File: config.mk
export PLATFORM = sky130hd
export DESIGN_NAME = rr_mux4
export DESIGN_NICKNAME = d
export VERILOG_FILES = /design/src/rtl/rr_mux4.sv
export SDC_FILE = /design/constraint.sdc
export NUM_CORES = 1
export LEC_CHECK = 0
export ABC_AREA = 1
export CAP_MARGIN = 20
export CORE_AREA = 2 2 57 59
export CTS_CLUSTER_SIZE = 12
export DETAILED_ROUTE_END_ITERATION = 12
export DIE_AREA = 0 0 59 61
export PLACE_DENSITY_LB_ADDON = 0.25
export SLEW_MARGIN = 20
export SYNTH_ARGS = -nofsm -noshare
export SYNTH_HDL_FRONTEND = slang
export SYNTH_SLANG_ARGS = --single-unit
File: constraint.sdc
create_clock -name clk -period 2.27 [get_ports clk]
set_input_delay 0.3405 -clock clk [delete_from_list [all_inputs] [get_ports clk]]
set_output_delay 0.3405 -clock clk [all_outputs]
set_load 0.01 [all_outputs]
File: src/rtl/rr_mux4.sv
// rr_mux4: 4-to-1 round-robin stream multiplexer with valid/ready handshake.
// Merges four input lanes into one registered output word, tagged with its
// source lane index so a downstream demux can route it back out by sel.
module rr_mux4 #(
   parameter int DW = 8
) (
   input  logic            clk,
   input  logic            rst_n,
   input  logic            en,
   input  logic [3:0]      in_valid,
   input  logic [4*DW-1:0] in_data,
   output logic [3:0]      in_ready,
   output logic            out_valid,
   input  logic            out_ready,
   output logic [DW-1:0]   out_data,
   output logic [1:0]      out_sel
);

   logic            out_valid_q, out_valid_d;
   logic [DW-1:0]   out_data_q, out_data_d;
   logic [1:0]      out_sel_q, out_sel_d;
   logic [1:0]      last_q, last_d;

   logic [DW-1:0]   lane_data [4];
   logic [1:0]      grant;
   logic [1:0]      cand;
   logic            load;

   // Unpack the flat lane bus into per-lane words.
   always_comb begin
      for (int i = 0; i < 4; i++) begin
         lane_data[i] = in_data[i*DW +: DW];
      end
   end

   // Rotating priority search starting at last+1; the lowest offset with a
   // valid lane is written last and therefore wins.
   always_comb begin
      // NOTE: every variable written here gets a default first so no latch is inferred.
      grant = last_q;
      cand  = last_q;
      for (int k = 3; k >= 0; k--) begin
         cand = last_q + 2'(k + 1);
         if (in_valid[cand]) begin
            grant = cand;
         end
      end
   end

   // Accept a word when enabled, some lane is valid and the output slot is
   // free or draining this cycle. Gated by rst_n so no ready escapes in reset.
   always_comb begin
      load     = rst_n & en & (|in_valid) & (~out_valid_q | out_ready);
      in_ready = load ? (4'b0001 << grant) : 4'b0000;
   end

   // Next-state for the output register and the round-robin pointer.
   always_comb begin
      out_valid_d = out_valid_q;
      out_data_d  = out_data_q;
      out_sel_d   = out_sel_q;
      last_d      = last_q;
      if (load) begin
         out_valid_d = 1'b1;
         out_data_d  = lane_data[grant];
         out_sel_d   = grant;
         last_d      = grant;
      end else if (out_ready) begin
         out_valid_d = 1'b0;
      end
   end

   // State registers; pointer resets to 3 so lane 0 is searched first.
   always_ff @(posedge clk or negedge rst_n) begin
      if (!rst_n) begin
         out_valid_q <= 1'b0;
         out_data_q  <= '0;
         out_sel_q   <= 2'd0;
         last_q      <= 2'd3;
      end else begin
         // NOTE: non-blocking assignments so all registers update from pre-edge values.
         out_valid_q <= out_valid_d;
         out_data_q  <= out_data_d;
         out_sel_q   <= out_sel_d;
         last_q      <= last_d;
      end
   end

   assign out_valid = out_valid_q;
   assign out_data  = out_data_q;
   assign out_sel   = out_sel_q;

endmodule

**Yosys cells after proc, flatten, opt, wreduce, memory -nomap -nowiden**

Index checks and enable logic that the tools add are counted.

- Mux-type cells: 15
- Order comparisons: 4
- Multiply operators: 0
- Shifts and indexed selects: 1
- $add $sub $neg: 3
- Eq/ne operators: 0
- Reduce and logical (&&, ||, !) cells: 2
- Bitwise operators: 6
- Divide/modulo/power cells: 0

Operators by type and width:

| operator | number |
|---|---|
| 8-bit binary-select mux with 2-bit select | 1 |
| 8-bit 2-to-1 mux | 2 |
| 2-bit by 3-bit < comparator with 1-bit output, second input constant | 3 |
| 1-bit binary-select mux with 2-bit select | 3 |
| 2-bit 2-to-1 mux | 3 |
| 1-bit 2-to-1 mux | 5 |
| 2-bit adder, second input constant | 2 |
| 4-bit 2-to-1 mux | 1 |
| 4-bit OR reduction | 1 |
| 1-bit by 2-bit left shift with 4-bit output, first input constant | 1 |
| 1-bit bitwise AND | 3 |
| 3-bit greater-or-equal comparator, second input constant | 1 |
| 2-bit NOT with 3-bit output | 1 |
| 2-bit by 1-bit adder with 2-bit output, second input constant | 1 |
| 2-bit nonzero test | 1 |
| 1-bit NOT | 1 |
| 1-bit bitwise OR | 1 |

- Memory bits (read-only): 0
- Latch bits: 0
- Output and inout port bits: 15
- Bits of input ports: 40
- Memories kept: 0
- Flip-flop bits (word level): 13
- RAM bits: 0
- Word-level logic and storage cells: 35

**Longest topological paths before layout**

- Depth in word-level cells: 10
- Gate-level depth with buffers: 17
- Depth with buffers taken out: 15

**Worst setup path after synthesis**

OpenSTA, ideal clock, no wires.

- Path kind: register to output
- Start: reg last_q[0]
- End: out in_ready[0]
- Cell stages (with the launch flop): 13
- Data arrival time: 1.639 ns
- Path slack: 0.290 ns
- Buffers on the path: 2
- Required time: 1.929 ns
- Path through: dfstp_2 buf_6 nand2_1 o21ai_1 nand2_1 nand2_2 nand2_4 nand2_2 nand2_4 nand2_4 buf_6 nand2_1 nor2_1

- Longest elaborated chain between the ends: 8
- Elaborated cells between the ends (all ways): 14
- Classes of those cells: 3 x add/sub; 1 x shift; 10 x mux

Ends and longest elaborated chain:

| item | line | RTL |
|---|---|---|
| start, declared | 22 | `logic [1:0] last_q, last_d;` |
| start signal, assigned | 85 | `last_q <= last_d;` |
| 2-bit adder | 43 | `cand = last_q + 2'(k + 1);` |
| 1-bit binary-select mux with 2-bit select | 44 | `if (in_valid[cand]) begin` |
| 1-bit 2-to-1 mux (not written as such) | 44 |  |
| 2-bit 2-to-1 mux (2 in a row) | 44 |  |
| 2-bit 2-to-1 mux * | 44 |  |
| 1-bit by 2-bit left shift with 4-bit output * | 54 | `in_ready = load ? (4'b0001 << grant) : 4'b0000;` |
| 4-bit 2-to-1 mux * | 54 |  |
| end, declared | 12 | `output logic [3:0] in_ready,` |

Every way passes the cells marked *; elsewhere a longest branch is shown, timed or not. The select of a mux whose other input is x is not followed.

**Final worst setup path**

- Start: reg last_q[0]
- End: out in_ready[3]

Same word-level chain as after synthesis.

==> results.toml <==
[floorplanning]
core_area_um2 = 2950
ios = 55
floorplan.initialDensity = 0.400
die_w_um = 59
rows = 20
die_height_um = 61
die_area_um2 = 3600

[synth]
synth.area.top_cells = "dfrtp_1 23%, nand2_1 20%, nand3_1 15%"
syn-cell-area_um2 = 1180
gate_count_after_technology_mapping = 195
synth_fp_nets = 235
postSynthAreaPerCell_um2 = 6.06
seq_area_frac_synth = 0.278
synth_largest_type_area_fraction = 0.233
post_synthesis_register_bit_count = 13
synth_cell_type_count = 18
synth-warning-count = 0
synth.largest_area_cell = "dfrtp_1"

[critical_path]
cpPeakStageDelay_ns = 0.61
worst_r2r_endpoint = "out_data[5]"
worst_setup_path_startpoint = "last_q[0]"
critical_path_class = "reg2out"
cp_slowest_cell = "dfstp_2"
start_kind = "flop"
critPathArrivalTime_ns = 1.89
crit_buf_inv = 3
cpMostUsedCell = "nand2_2"
worst_ep_required_time_ns = 1.93
crit_path_max_fanout = 6
timing.reg2reg.worst_path_depth = 14
end_kind = "output port"
worstReg2RegStart = "last_q[0]"
family_of_cells_with_the_greatest_summed_delay_on_the_critical_path = "simple AND/OR/NAND/NOR gates"
worstPathCellList = "buf_12 > inv_8 > nand2_2 > nand2_2 > nand2_2 > nand2_2 > nand2_4 > nand2_4 > nand2_4 > nand3_4 > nor2_1 > buf_2"
ff2ff_setup_slack_ns = 0.25

[sta]
min_period_ns = 2.24
clock_skew_ns = 0.00225
period_share = 0.985
setup_violations = 0
final-max-slew-violation-count = 0
timing.hold.ws_ns = 0.413
rsz0062_at_grt = "true"
timing.slew.headroom = 0.790
final-hold-violation-count = 0
fin_setup_tns_ns = 0
timing.fmax_mhz = 447
tightest_slew_ns = 0.314

[final_layout]
synthToLayoutAreaGrowth_pct = 69.5
number_of_nets_in_the_layout = 311
seqCellArea_um2 = 328
num-fill-cells = 282
finalCoreUtilization = 0.678
antenna_cells_inserted = 0
drive_above_1_share = 0.274
multi_input_logic_area_um2 = 707

[detailed_routing]
router_iterations_before_antenna_repair = 4
remaining_drc_errors = 0
vias_after_detailed_routing = 1395
drt.antenna.violating_nets = 0
via_per_inst = 4.60
detail_route.iter0.violations = 46
detail_route.wirelength_um = 3260
wl_per_cell_um = 10.7

[clock_network]
postCtsHoldBufs = 0
path_clk_slew_ns = 0.07
clock-sinks = 13
ctsHtreeMaxLevel = 1
tritoncts = "built"
root_buffer = "clkbuf_4"
clk-insertion-delay-late_ns = 0.27
cts-root-to-sink-buffers = 2
cts_buffers = 3

[grt]
grt_first_pass_wirelength_um = 5090
grt_pass1_vias = 1151
gr-total-overflow = 0
number_of_antenna_violations_at_the_first_check_in_global_routing = 0
largest_net_degree_at_the_start_of_global_routing = 17
grt.total_usage = 0.184

[placed_design]
dp_hpwl_um = 2340
place_congestion = 0.832
placement.io_buffers = 54

[outcome]
run_status = "finished, final reports clean"

[power]
cellLeakagePower_nw = 1.11
powerDensity_nw_per_um2 = 1490
irDropWorstVdd_v = 0.000806
totalPowerFinal_w = 0.00297

[job]
timing.max_cap.violations = 0

[min_path]
min_path_type = "in2async"
[worst max-delay path by stage]
stage | end | slack [ns] | cells after the start
6_report | in_ready[3] | 0.03 | 12
3_5_place_dp | in_ready[0] | -0.27 | 12
3_3_place_gp | in_ready[1] | -0.24 | 12
4_1_cts | in_ready[3] | 0.07 | 12
5_1_grt | in_ready[3] | -0.07 | 12
2_1_floorplan | in_ready[0] | 0.29 | 12
[flip-flops by register name, summed over array words and instances (netlist names)]
register / flops
last_q: 2
out_data: 8
out_sel: 2
out_valid: 1
[synthesized netlist by cell type (all sizes together)]
cell type	instances
dfstp	2
nor2	6
nand2	85
o21ai	4
inv	41
o311ai	1
clkinv	1
buf	7
nand3	37
dfrtp	11
[cell usage in the layout (no fill, tap or decap)]
cell type and instances:
inv_1 37, inv_8 1, nor2_1 5, dfrtp_1 11
clkdlybuf4s50_1 50, inv_4 2, buf_4 21, clkbuf_1 1
buf_2 4, clkbuf_4 3, nand3_1 34, nand3_2 1
clkinv_1 1, nand3_4 2, buf_12 2, nand2_4 7
o21ai_0 3, nand2_1 53, nand2_2 25, o311ai_1 1
dfstp_2 2, o21ai_2 1, buf_6 1, nor2_2 1
inv_2 1
[where the power goes]
| part | switching (W) | total (W) | internal, W | leakage [nW] |
|---|---|---|---|---|
| sequential | 0.0000696 | 0.000418 | 0.000348 | 0.158 |
| combinational | 0.00133 | 0.00242 | 0.00108 | 0.932 |
| clock | 0.0000707 | 0.000139 | 0.0000681 | 0.0150 |
[cells by family after synthesis]
kind of cell / Yosys count / share of synthesized area
compound gates: 5 / 0.0244
buf+inv: 49 / 0.184
flops: 13 / 0.278
simple gates: 128 / 0.514
[timing repair]
item,in CTS,in global routing
setup buffers,4,2
resized for setup,22,22
endpoints found under the setup margin,4,4
endpoints found under the hold margin,0,0
pin swaps,1,11
[area by class of cell]
cell class,count,area share
sequential,13,0.164
tap,33,0.0206
timing repair buffer,78,0.364
clock buffer,4,0.0131
inverter,42,0.0850
multi-input combinational,133,0.353
[routing by layer]
layer	part of all wire	wire length (um)	GRT usage
met5	0	0	0
met4	0.0058	19	0.0487
met3	0.051	167	0.0213
met2	0.50	1610	0.287
met1	0.45	1460	0.269
[through the flow]
| stage | instances | worst slack [ns] | instance area (um2) |
|---|---|---|---|
| floorplan | 195 | 0.290 | 1180 |
| global placement | 293 | -0.238 | 1840 |
| detailed placement | 293 | -0.270 | 1840 |
| CTS | 301 | 0.0697 | 1920 |
| global route | 303 | -0.0653 | 2000 |
| finish | 303 | 0.0348 | 2000 |
(Power assumes the default switching activity.)
